`config.mk`:
```
export PLATFORM = sky130hd
export DESIGN_NAME = rw_step_sequencer
export DESIGN_NICKNAME = d
export VERILOG_FILES = /design/src/rtl/rw_seq_pkg.sv /design/src/rtl/rw_seq_fifo.sv /design/src/rtl/rw_step_sequencer.sv
export SDC_FILE = /design/constraint.sdc
export NUM_CORES = 1
export LEC_CHECK = 0
export CORE_UTILIZATION = 55
export DETAILED_ROUTE_END_ITERATION = 10
export PLACE_DENSITY = 0.89
export SLEW_MARGIN = 10
export SYNTH_ARGS = -nofsm -noshare
export SYNTH_HDL_FRONTEND = slang
export SYNTH_SLANG_ARGS = --single-unit
```
`constraint.sdc`:
```
create_clock -name clk -period 5.9 [get_ports clk]
set_clock_uncertainty 0.2 [all_clocks]
set_input_delay 1.18 -clock clk [delete_from_list [all_inputs] [get_ports clk]]
set_output_delay 1.18 -clock clk [all_outputs]
set_load 0.01 [all_outputs]
```
`src/rtl/rw_seq_pkg.sv`:
```
// rtl/rw_seq_pkg.sv - shared types and constants for the ReWire step sequencer
// Purpose: FSM state encoding, default geometry and the step counter limits.
// Ports: none (package).
package rw_seq_pkg;

  typedef enum logic [1:0] {
    IDLE   = 2'd0,
    STEP   = 2'd1,
    HALTED = 2'd2
  } seq_state_t;

  localparam int DEF_DATA_W     = 8;
  localparam int DEF_FIFO_DEPTH = 4;

  localparam int                      STEP_COUNT_W   = 16;
  localparam logic [STEP_COUNT_W-1:0] STEP_COUNT_MAX = 16'hFFFF;

endpackage

```
`src/rtl/rw_seq_fifo.sv`:
```
// rtl/rw_seq_fifo.sv - synchronous FIFO holding Just outputs of the stepped device
// Purpose: DEPTH-entry FIFO (DEPTH a power of two) with registered head.
// Ports: clk, rst (async, active-high); push/push_data write side;
//        pop/pop_data read side (pop_data is the current head);
//        full, empty, count status.
module rw_seq_fifo
  import rw_seq_pkg::*;
#(
  parameter int DATA_W = DEF_DATA_W,
  parameter int DEPTH  = DEF_FIFO_DEPTH
) (
  input  logic                       clk,
  input  logic                       rst,
  input  logic                       push,
  input  logic [DATA_W-1:0]          push_data,
  input  logic                       pop,
  output logic [DATA_W-1:0]          pop_data,
  output logic                       full,
  output logic                       empty,
  output logic [$clog2(DEPTH):0]     count
);

  localparam int PTR_W = $clog2(DEPTH);

  logic [DATA_W-1:0] mem [DEPTH];
  logic [PTR_W-1:0]  wr_ptr;
  logic [PTR_W-1:0]  rd_ptr;
  logic [PTR_W:0]    count_q;
  logic              do_push;
  logic              do_pop;

  assign full     = (count_q == (PTR_W+1)'(DEPTH));
  assign empty    = (count_q == '0);
  assign count    = count_q;
  assign do_push  = push && !full;
  assign do_pop   = pop && !empty;
  // Storage is cleared on reset so the head reads zero after any reset.
  assign pop_data = mem[rd_ptr];

  // Pointers are exactly log2(DEPTH) bits, so natural overflow is the wrap.
  always_ff @(posedge clk or posedge rst) begin
    if (rst) begin
      wr_ptr  <= '0;
      rd_ptr  <= '0;
      count_q <= '0;
      for (int i = 0; i < DEPTH; i++) begin
        mem[i] <= '0;
      end
    end else begin
      if (do_push) begin
        mem[wr_ptr] <= push_data;
        wr_ptr      <= wr_ptr + 1'b1;
      end
      if (do_pop) begin
        rd_ptr <= rd_ptr + 1'b1;
      end
      case ({do_push, do_pop})
        2'b10:   count_q <= count_q + 1'b1;
        2'b01:   count_q <= count_q - 1'b1;
        default: count_q <= count_q;
      endcase
    end
  end

endmodule

```
`src/rtl/rw_step_sequencer.sv`:
```
// rtl/rw_step_sequencer.sv - fires one ReWire device step per accepted input word
// Purpose: accept words on in_valid/in_ready, pulse dev_step for one cycle per word,
//          queue Just outputs, latch termination when the device drops continue.
// Ports: clk, rst (async, active-high); in_valid/in_ready/in_data upstream;
//        dev_step/dev_in to device, dev_continue/dev_out_tag/dev_out_data from it;
//        out_valid/out_ready/out_data downstream; done (sticky), step_count (saturating).
module rw_step_sequencer
  import rw_seq_pkg::*;
#(
  parameter int DATA_W     = DEF_DATA_W,
  parameter int FIFO_DEPTH = DEF_FIFO_DEPTH
) (
  input  logic                    clk,
  input  logic                    rst,
  input  logic                    in_valid,
  output logic                    in_ready,
  input  logic [DATA_W-1:0]       in_data,
  output logic                    dev_step,
  output logic [DATA_W-1:0]       dev_in,
  input  logic                    dev_continue,
  input  logic                    dev_out_tag,
  input  logic [DATA_W-1:0]       dev_out_data,
  output logic                    out_valid,
  input  logic                    out_ready,
  output logic [DATA_W-1:0]       out_data,
  output logic                    done,
  output logic [STEP_COUNT_W-1:0] step_count
);

  localparam int CNT_W = $clog2(FIFO_DEPTH) + 1;

  seq_state_t              state;
  logic [DATA_W-1:0]       dev_in_q;
  logic [STEP_COUNT_W-1:0] step_count_q;
  logic                    fifo_full;
  logic                    fifo_empty;
  logic [CNT_W-1:0]        fifo_count;
  logic                    fifo_push;
  logic                    fifo_pop;

  // Only one step is ever outstanding, so a free slot at acceptance is the
  // reservation for that step's output. rst gates in_ready low while held.
  assign in_ready   = !rst && (state == IDLE) && (fifo_count < CNT_W'(FIFO_DEPTH));
  assign dev_step   = (state == STEP);
  assign done       = (state == HALTED);
  assign dev_in     = dev_in_q;
  assign step_count = step_count_q;

  assign fifo_push  = (state == STEP) && dev_out_tag && !fifo_full;
  assign out_valid  = !fifo_empty;
  assign fifo_pop   = out_valid && out_ready;

  rw_seq_fifo #(
    .DATA_W (DATA_W),
    .DEPTH  (FIFO_DEPTH)
  ) u_fifo (
    .clk       (clk),
    .rst       (rst),
    .push      (fifo_push),
    .push_data (dev_out_data),
    .pop       (fifo_pop),
    .pop_data  (out_data),
    .full      (fifo_full),
    .empty     (fifo_empty),
    .count     (fifo_count)
  );

  always_ff @(posedge clk or posedge rst) begin
    if (rst) begin
      state        <= IDLE;
      dev_in_q     <= '0;
      step_count_q <= '0;
    end else begin
      case (state)
        IDLE: begin
          if (in_valid && in_ready) begin
            dev_in_q <= in_data;
            state    <= STEP;
          end
        end
        STEP: begin
          if (step_count_q != STEP_COUNT_MAX) begin
            step_count_q <= step_count_q + 1'b1;
          end
          state <= dev_continue ? IDLE : HALTED;
        end
        HALTED: begin
          state <= HALTED;
        end
        default: begin
          state <= IDLE;
        end
      endcase
    end
  end

endmodule

```
==> summary.txt, run 1 <==
Clock tree
  – Number of post-CTS setup repair buffers: 0
  – CTS H-Tree Depth: 3
  – Resized cells post-CTS: 0
  – Clock latency of the later-clocked register in the worst-skew pair: 340 ps
  – Post-CTS Hold Buffers: 0
  – Clock buffers created by TritonCTS: 9
  – CTS clock-pin slew for the worst setup and hold paths: 70 ps
  – Max Root-Sink Buffers: 2
  – TritonCTS sink count: 65
  – CTS Root Buffer Type: sky130_fd_sc_hd__clkbuf_8
  – TritonCTS clock tree: done

Setup path
  – Type of the setup path with the least slack: in -> out
  – Critical path arrival: 2590 ps
  – Launch instance of the worst register-to-register path: state[1]
  – Worst-case register-to-register setup slack: 3290 ps
  – Register-to-Register Path Depth: 9
  – Data required time at the worst endpoint: 4520 ps
  – Capturing point of the worst reg2reg path: u_fifo.count[2]
  – Critical Path Source Type: input pin
  – Worst Setup End Kind: output pin
  – Largest driver fanout on the critical path: 2

Drt
  – Detailed Route WL: 5660 um
  – Via-per-instance ratio: 5.48
  – Drt pass-1 iters: 4
  – Number of nets with antenna violations after routing: 0
  – Starting DRC count in detailed routing: 73
  – Via count of the routed design: 1935
  – Routed wirelength normalized by instance count: 16.0 um
  – DR DRC count: 0

Timing
  – Final-report max-slew violation count: 0
  – Worst relative slew slack: 46.9%
  – Transition at the pin with the smallest max-transition slack: 796 ps
  – Post-layout minimum cycle time: 3970 ps
  – Fin Setup TNS: 0 ps
  – Setup violation total in the final timing report: 0
  – Highest achievable clock rate: 0.252 GHz
  – Hold Violations, Final: 0
  – RSZ-0062 raised after global routing: no
  – Final worst-path cycle share: 67.3%

Logic synthesis
  – Ys Warns: 0
  – Post-synth cell types: 34
  – Number of nets in the synthesized netlist: 245
  – Total of flip-flops plus latches after synthesis: 65
  – Gate count of the mapped netlist: 216
  – Mapped cell area: 2950 um^2
  – Average size of a mapped cell: 13.7 um^2
  – Fraction of the yosys area taken by sequential cells: 55.2%

Place
  – Placed Area: 3590 um^2
  – Final RePlAce weighted congestion: 0.873
  – Quantity of I/O buffers inserted on ports: 57
  – Detailed-placement wirelength estimate: 3870 um

Floorplanning
  – Number of rows created at floorplan: 26
  – Initial Util: 57.4%
  – Top Ports: 58
  – Y dimension of the die: 75.2 um
  – Die area: 5660 um^2
  – Floorplan core area: 5140 um^2
  – Die X: 75.2 um

Global routing
  – Global-route wire length before repair: 9050 um
  – Antenna violations before repair: 0
  – Tot GR Track Use: 22.4%
  – Global routing usage on met3: 6.96%
  – Vias in the first global route: 1937
  – Global route overflow: 0
  – Largest net degree at the start of global routing: 66
  – Met2 capacity usage during global routing: 34.5%
  – Top Usage Layer GRT: met2
  – Met1 Usage GRT: 30.0%

Hold path
  – Startpoint of the worst hold path: u_fifo.count[0]
  – Number of instances on the worst hold path: 1
  – Min-Delay Endpoint: u_fifo.count[0]
  – Hold Path Class: reg -> reg

Pwr
  – Pwr Density: 424 nW/um^2
  – Total power: 1.60 mW
  – Reported leakage power: 1.69 nW
  – Worst IR Drop VDD: 0.318 mV

Flow run
  – Max-capacitance violation count: 0

Finish
  – Syn-to-layout area delta: 27.5%
  – Final std cell area, no fill: 3760 um^2
  – Count of nets after finishing: 309
  – Most frequent cells in the layout: 65 x sky130_fd_sc_hd__dfrtp_1, 57 x sky130_fd_sc_hd__clkdlybuf4s50_1, 43 x sky130_fd_sc_hd__mux2_2
  – Share of layout cells above drive strength 1: 26.9%
  – Antenna fix cells: 0
  – Leading cell type in the layout, fill and taps excluded: sky130_fd_sc_hd__dfrtp_1

Outcome
  – Outcome: finished clean
## cell usage after synthesis, drive strengths merged
| master | count | share of area [%] |
|---|---|---|
| nor3 | 7 | 1.2 |
| a311oi | 1 | 0.51 |
| mux2i | 1 | 0.34 |
| or2 | 2 | 0.42 |
| o311ai | 1 | 0.30 |
| o21bai | 1 | 0.25 |
| nor2b | 1 | 0.21 |
| xnor2 | 8 | 2.4 |
| a21oi | 1 | 0.17 |
| or4 | 1 | 0.25 |
| fa | 1 | 0.68 |
| clkbuf | 2 | 0.25 |
| or3 | 1 | 0.21 |
| ha | 6 | 2.5 |
| and2 | 2 | 0.42 |
| nand2b | 1 | 0.21 |
| xor2 | 9 | 2.7 |
| nor4 | 2 | 0.42 |
| nand4b | 1 | 0.30 |
| dfrtp | 65 | 55 |
| nor3b | 1 | 0.25 |
| nor4b | 1 | 0.51 |
| nand3 | 6 | 1.0 |
| nand2 | 12 | 1.9 |
| o21ai | 3 | 0.51 |
| mux2 | 43 | 16 |
| mux4 | 8 | 6.1 |
| inv | 12 | 1.5 |
| a21bo | 1 | 0.34 |
| buf | 3 | 0.51 |
| nor2 | 6 | 0.76 |
| nand4 | 5 | 1.1 |
| a31oi | 1 | 0.21 |
## power by group
part / total, mW / internal (mW) / leakage [nW] / switching, mW
logic: 0.554 / 0.351 / 0.748 / 0.203
clock network: 0.327 / 0.169 / 0.0871 / 0.158
registers: 0.714 / 0.593 / 0.851 / 0.122
## state kept, by name, indices dropped and copies added, names as in the netlist
signal         cells
step_count        16
u_fifo.rd_ptr      2
dev_in             8
u_fifo.mem        32
state              2
u_fifo.wr_ptr      2
u_fifo.count       3
## through the flow
stage | instances | util (%) | hold WS, ps | setup WS [ps]
after floorplan | 216 | - | 253 | 2890
after global placement | 339 | 69.9 | 273 | 2070
after detailed placement | 339 | 69.9 | 279 | 1900
after CTS | 353 | 73.2 | 292 | 1890
after global routing | 353 | 73.2 | 317 | 1880
final | 353 | 73.2 | 290 | 1930
## final cells by class
class                      instances  area, um^2
inverter                          12        45.0
timing repair buffer              58         578
sequential                        65        1630
tap                               70        87.6
multi-input combinational        134        1250
fill                             386        1380
clock inverter                     3        17.5
clock buffer                      11         151
## logic make-up (layout without fill, tap and decap cells)
kind of cell / after synthesis / in the layout / synth area share (%)
AOI/OAI and AO/OA: 9 / 9 / 2.29
xor gates and xnor gates: 17 / 17 / 5.05
adders and majority gates: 7 / 7 / 3.22
buffers and inverters: 17 / 84 / 2.29
DFF: 65 / 65 / 55.2
muxes: 52 / 52 / 22.9
and+or+nand+nor: 49 / 49 / 9.12
## routing by layer
metal / wire length [um] / vias up
met5: 0 / -
met2: 2760 / 63
met4: 81 / 0
met3: 350 / 10
met1: 2470 / 960
li1: - / 902
## worst max path at each step
stage               from        end  slack, ps  cells after the start
finish               rst   in_ready       1930                      3
global route         rst   in_ready       1880                      3
CTS                  rst   in_ready       1890                      3
detailed placement   rst   in_ready       1900                      3
global placement     rst   in_ready       2070                      3
floorplan            rst  dev_in[0]       2890                      1
## critical path, stage by stage
cell,delay [ps]
sky130_fd_sc_hd__clkdlybuf4s50_1,440
sky130_fd_sc_hd__nor4_1,350
sky130_fd_sc_hd__clkdlybuf4s50_1,620
(Power assumes the default switching activity.)
==> run 2, diff against run 1 <==
--- a/config.mk
+++ b/config.mk
@@ -5,9 +5,9 @@
 export SDC_FILE = /design/constraint.sdc
 export NUM_CORES = 1
 export LEC_CHECK = 0
-export CORE_UTILIZATION = 55
+export CORE_UTILIZATION = 46
 export DETAILED_ROUTE_END_ITERATION = 10
-export PLACE_DENSITY = 0.89
+export PLACE_DENSITY = 0.8
 export SLEW_MARGIN = 10
 export SYNTH_ARGS = -nofsm -noshare
 export SYNTH_HDL_FRONTEND = slang
==> constraint.sdc (replaced) <==
create_clock -name clk -period 3.6 [get_ports clk]
set_clock_uncertainty 0.2 [all_clocks]
set_input_delay 0.72 -clock clk [delete_from_list [all_inputs] [get_ports clk]]
set_output_delay 0.72 -clock clk [all_outputs]
set_load 0.01 [all_outputs]
==> summary.txt, run 2 (synthesized netlist as in run 1, its figures left out) <==
Clock tree
  – CTS Root Buffer Type: sky130_fd_sc_hd__clkbuf_8
  – Clock buffers created by TritonCTS: 9 (unchanged)
  – Number of post-CTS setup repair buffers: 0 (unchanged)
  – Post-CTS Hold Buffers: 0 (unchanged)
  – TritonCTS clock tree: done
  – TritonCTS sink count: 65 (unchanged)
  – Resized cells post-CTS: 0 (unchanged)
  – CTS clock-pin slew for the worst setup and hold paths: 60 ps (about the same)
  – CTS H-Tree Depth: 3 (unchanged)
  – Max Root-Sink Buffers: 2 (unchanged)
  – Clock latency of the later-clocked register in the worst-skew pair: 340 ps (about the same)

Global routing
  – Global route overflow: 0 (unchanged)
  – Global-route wire length before repair: 9050 um (unchanged)
  – Antenna violations before repair: 0 (unchanged)
  – Vias in the first global route: 1877 (-3.1%)
  – Largest net degree at the start of global routing: 66 (unchanged)
  – Tot GR Track Use: 18.7% (-3.7 points)

Drt
  – Starting DRC count in detailed routing: 103 (+41%)
  – Routed wirelength normalized by instance count: 15.3 um (-4.7%)
  – Via-per-instance ratio: 5.32 (-3.0%)
  – Detailed Route WL: 5500 um (-2.8%)
  – Drt pass-1 iters: 4 (unchanged)
  – DR DRC count: 0 (unchanged)
  – Number of nets with antenna violations after routing: 0 (unchanged)
  – Via count of the routed design: 1914 (-1.1%)

Hold path
  – Hold Path Class: reg -> reg

Finish
  – Leading cell type in the layout, fill and taps excluded: sky130_fd_sc_hd__dfrtp_1
  – Antenna fix cells: 0 (unchanged)
  – Flip-flop count of the largest register, all copies and words added: 32 (unchanged)
  – Share of layout cells above drive strength 1: 27.0% (+0.16 points)
  – Final core utilization: 63.5% (-9.7 points)
  – Non-filler cells in the finished layout: 360 (+2.0%)
  – Count of nets after finishing: 310 (+0.32%)
  – Register containing the most flip-flops in the final layout: u_fifo.mem
  – Syn-to-layout area delta: 30.5%
  – Most frequent cells in the layout: 65 x sky130_fd_sc_hd__dfrtp_1, 57 x sky130_fd_sc_hd__clkdlybuf4s50_1, 43 x sky130_fd_sc_hd__mux2_2

Floorplanning
  – Die area: 6740 um^2 (+19%)
  – Floorplan core area: 6060 um^2 (+18%)
  – Top Ports: 58 (unchanged)
  – Die X: 82.1 um (+9.1%)
  – Initial Util: 48.7% (-8.7 points)
  – Y dimension of the die: 82.1 um (+9.1%)
  – Number of rows created at floorplan: 28 (+7.7%)

Place
  – Detailed-placement wirelength estimate: 3650 um (-5.7%)
  – Final RePlAce weighted congestion: 0.821 (-6.0%)
  – # placed instances: 345 (+1.8%)
  – Quantity of I/O buffers inserted on ports: 57 (unchanged)

Timing
  – Fin Setup TNS: 0 ps (unchanged)
  – Final worst-path cycle share: 83.4%
  – Highest achievable clock rate: 0.333 GHz
  – Worst relative slew slack: 53.4% (+6.4 points)
  – Final-report max-slew violation count: 0 (unchanged)
  – Setup violation total in the final timing report: 0 (unchanged)
  – RSZ-0062 raised after global routing: no
  – Hold Violations, Final: 0 (unchanged)
  – Transition at the pin with the smallest max-transition slack: 693 ps (-103 ps)
  – Final hold slack: 282 ps (-8.61 ps)
  – Post-layout minimum cycle time: 3000 ps

Setup path
  – Critical Path Source Type: flop
  – Type of the setup path with the least slack: reg -> out
  – Largest driver fanout on the critical path: 10 (+8)
  – Critical path arrival: 2080 ps (-510 ps)
  – Worst Setup End Kind: output pin
  – Data required time at the worst endpoint: 2680 ps (-1840 ps)

Pwr
  – Reported leakage power: 1.72 nW (+2.3%)
  – Worst IR Drop VDD: 0.429 mV (+35%)
  – Pwr Density: 722 nW/um^2 (+70%)

Outcome
  – Outcome: finished clean

Flow run
  – Max-capacitance violation count: 0 (unchanged)
[run 2: cell count changes in the layout (fill, tap and decap cells not counted), sizes merged]
| cell | change |
|---|---|
| clkbuf | +2 |
| buf | +1 |
| clkinv | -2 |
| clkinvlp | -1 |
| bufinv | +2 |
[run 2: layout make-up]
class	instances	area, um^2
Timing Repair Buffer	59	598
Fill cell	475	2210
Clock buffer	13	169
Clock inverter	2	60.1
Tap cell	75	93.8
Multi-Input combinational cell	134	1250
Sequential cell	65	1630
Inverter	12	45.0
[run 2: metal layers]
metal	vias up	global-route usage [%]	wire, um
met5	-	0	0
met2	60	28.3	2540
met1	946	24.2	2540
li1	898	-	-
met4	0	9.47	112
met3	10	5.67	306
[run 2: critical path, cell delays in order (launching register included)]
cell	delay, ps
sky130_fd_sc_hd__dfrtp_1	670
sky130_fd_sc_hd__mux4_2	580
sky130_fd_sc_hd__clkdlybuf4s50_1	490
[run 2: path summary, 6_finish.rpt]
path,start,end,slack (ps),cells after the start
worst max register to register,step_count[0],step_count[1],1150,5
worst min-delay path,u_fifo.count[0],u_fifo.count[0],280,1
min in group asynchronous,rst,step_count[12],600,3
worst min register to register,u_fifo.count[0],u_fifo.count[0],280,1
worst max-delay path,u_fifo.rd_ptr[0],out_data[0],600,2
max in group asynchronous,rst,u_fifo.mem[5],2330,3
[run 2: report_power, final]
part | switching [mW] | internal, mW
clock network | 0.268 | 0.444
registers | 0.197 | 0.971
logic | 0.323 | 0.576
[run 2: per-stage QoR]
step                setup slack (ps)  power [mW]  area [um^2]
floorplan                       1050        1.69         2950
global placement                 686        2.05         3620
detailed placement               651        2.09         3620
CTS                              561        2.81         3850
global route                     498        2.95         3850
finish                           596        2.78         3850
==> run 3, diff against run 2 <==
==> constraint.sdc (replaced) <==
create_clock -name clk -period 2.6 [get_ports clk]
set_clock_uncertainty 0.2 [all_clocks]
set_input_delay 0.52 -clock clk [delete_from_list [all_inputs] [get_ports clk]]
set_output_delay 0.52 -clock clk [all_outputs]
set_load 0.01 [all_outputs]
==> summary.txt, run 3 (synthesized netlist as in run 1, its figures left out) <==
Finish
  – Share of layout cells above drive strength 1: 29.8% (+2.8 points)
  – Final core utilization: 64.5% (+1.0 points)
  – Count of nets after finishing: 316 (+1.9%)
  – Antenna fix cells: 0 (unchanged)
  – Number of filler instances in the final layout: 476 (+0.21%)
  – Non-filler cells in the finished layout: 367 (+1.9%)
  – Flip-flop count of the largest register, all copies and words added: 32 (unchanged)
  – Most frequent cells in the layout: 64 x sky130_fd_sc_hd__dfrtp_1, 52 x sky130_fd_sc_hd__clkdlybuf4s50_1, 43 x sky130_fd_sc_hd__mux2_2
  – Syn-to-layout area delta: 32.5%
  – Register containing the most flip-flops in the final layout: u_fifo.mem
  – Leading cell type in the layout, fill and taps excluded: sky130_fd_sc_hd__dfrtp_1

Floorplanning
  – Die area: 6740 um^2 (unchanged)
  – Initial Util: 48.7% (unchanged)
  – Y dimension of the die: 82.1 um (unchanged)
  – Top Ports: 58 (unchanged)
  – Floorplan core area: 6060 um^2 (unchanged)
  – Die X: 82.1 um (unchanged)
  – Number of rows created at floorplan: 28 (unchanged)

Setup path
  – Type of the setup path with the least slack: reg -> out
  – Largest driver fanout on the critical path: 5 (-5)
  – Critical path arrival: 1820 ps (-260 ps)
  – Worst Setup End Kind: output pin
  – Register-to-Register Path Depth: 4 (-1)
  – Data required time at the worst endpoint: 1880 ps (-800 ps)
  – Launch instance of the worst register-to-register path: state[1]
  – Worst-case register-to-register setup slack: 290 ps (-860 ps)
  – Critical Path Source Type: flop
  – Capturing point of the worst reg2reg path: step_count[15]

Clock tree
  – CTS clock-pin slew for the worst setup and hold paths: 70 ps (about the same)
  – Clock latency of the later-clocked register in the worst-skew pair: 330 ps (about the same)
  – TritonCTS clock tree: done
  – TritonCTS sink count: 65 (unchanged)
  – CTS H-Tree Depth: 3 (unchanged)
  – CTS Root Buffer Type: sky130_fd_sc_hd__clkbuf_8
  – Clock buffers created by TritonCTS: 9 (unchanged)
  – Max Root-Sink Buffers: 2 (unchanged)

Timing
  – Fin Setup TNS: 0 ps (unchanged)
  – Hold Violations, Final: 0 (unchanged)
  – Highest achievable clock rate: 0.394 GHz
  – RSZ-0062 raised after global routing: no
  – Post-layout minimum cycle time: 2540 ps
  – Setup violation total in the final timing report: 0 (unchanged)
  – Final hold slack: 284 ps (+2.59 ps)
  – Transition at the pin with the smallest max-transition slack: 469 ps (-224 ps)
  – Final-report max-slew violation count: 0 (unchanged)
  – Final worst-path cycle share: 97.5%
  – Worst relative slew slack: 68.3% (+15 points)

Place
  – # placed instances: 350 (+1.4%)
  – Quantity of I/O buffers inserted on ports: 57 (unchanged)
  – Detailed-placement wirelength estimate: 3930 um (+7.6%)
  – Final RePlAce weighted congestion: 0.820 (about the same)

Pwr
  – Proportion of power drawn by flip-flops and latches: 40.5% (-1.5 points)
  – Relative contribution of the clock network to total power: 25.1% (-0.5 points)
  – Total power: 3.87 mW (+39%)
  – Pwr Density: 991 nW/um^2 (+37%)
  – Power dissipated by switching net loads: 1.12 mW (+41%)
  – Combinational share of power: 34.4% (+2.0 points)
  – Net Sw Frac: 28.8% (+0.42 points)
  – Reported leakage power: 1.82 nW (+5.7%)
  – Internal: 2.76 mW (+39%)
  – Worst IR Drop VDD: 0.585 mV (+36%)

Hold path
  – Min-Delay Endpoint: u_fifo.count[0]
  – Hold Path Class: reg -> reg
  – Number of instances on the worst hold path: 1 (unchanged)
  – Startpoint of the worst hold path: u_fifo.count[0]

Drt
  – Starting DRC count in detailed routing: 108 (+4.9%)
  – Via-per-instance ratio: 5.29 (-0.57%)
  – Number of nets with antenna violations after routing: 0 (unchanged)
  – Routed wirelength normalized by instance count: 15.6 um (+1.9%)
  – Via count of the routed design: 1940 (+1.4%)
  – Detailed Route WL: 5710 um (+3.9%)
  – Drt pass-1 iters: 5 (+1)
  – DR DRC count: 0 (unchanged)

Global routing
  – Vias in the first global route: 1905 (+1.5%)
  – Global route overflow: 0 (unchanged)
  – Largest net degree at the start of global routing: 33 (-50%)
  – Antenna violations before repair: 0 (unchanged)
  – Global-route wire length before repair: 9110 um (+0.68%)
  – Tot GR Track Use: 18.6% (-0.052 points)

Outcome
  – Outcome: finished clean

Flow run
  – Max-capacitance violation count: 0 (unchanged)
## run 3: cell types whose count changed in the layout (fill, tap and decap cells not counted), moves of 2 or more
cell and delta:
sky130_fd_sc_hd__buf_4 +6, sky130_fd_sc_hd__clkdlybuf4s50_1 -5, sky130_fd_sc_hd__dlymetal6s2s_1 +4, sky130_fd_sc_hd__clkinv_2 +2
## run 3: cell type report
| cell class | count | area [um^2] | share of cell area [%] |
|---|---|---|---|
| tap | 75 | 93.8 | 2.40 |
| clock buffer | 11 | 151 | 3.87 |
| sequential | 65 | 1630 | 41.6 |
| multi-input combinational | 134 | 1260 | 32.3 |
| inverter | 12 | 45.0 | 1.15 |
| timing repair buffer | 65 | 652 | 16.7 |
| clock inverter | 5 | 77.6 | 1.98 |
## run 3: timing repair
item                                   4_1_cts  5_1_grt
hold buffers                                 0        0
setup endpoints to repair                    5        5
pin swaps                                    0        0
endpoints found under the hold margin        0        0
buffers inserted                             1        0
gates resized for setup                      2        5
## run 3: worst max path at each step
stage                startpoint           to  cells past startpoint  slack, ps
2_1_floorplan               rst    dev_in[0]                      1        250
3_3_place_gp                rst     in_ready                      3         80
3_5_place_dp                rst     in_ready                      3         40
4_1_cts                     rst     in_ready                      3         20
5_1_grt        u_fifo.rd_ptr[0]  out_data[0]                      2          2
6_report       u_fifo.rd_ptr[0]  out_data[0]                      2         60
## run 3: routing by layer
layer / track usage, % / share of wire [%]
met2: 29.4 / 49
met5: 0 / 0
met4: 5.61 / 0.82
met1: 24.1 / 44
met3: 6.44 / 6.2
## run 3: worst max-delay path, cell delays in order (launching register included)
cell                              delay, ps
sky130_fd_sc_hd__dfrtp_2                460
sky130_fd_sc_hd__mux4_2                 530
sky130_fd_sc_hd__clkdlybuf4s50_1        490
## run 3: power groups by stage
stage,sequential [mW],combinational [mW],clock (mW)
3_5_place_dp,1.59,1.35,0
6_report,1.57,1.33,0.971
3_3_place_gp,1.58,1.31,0
4_1_cts,1.57,1.36,0.992
2_1_floorplan,1.55,0.778,0
5_1_grt,1.61,1.46,1.04
## run 3: per-stage QoR
step                      worst slack [ps]  area [um^2]
after floorplan                        254         2950
after global placement                84.8         3660
after detailed placement              39.2         3660
after CTS                             17.3         3890
after global routing                  2.26         3910
final                                 64.7         3910
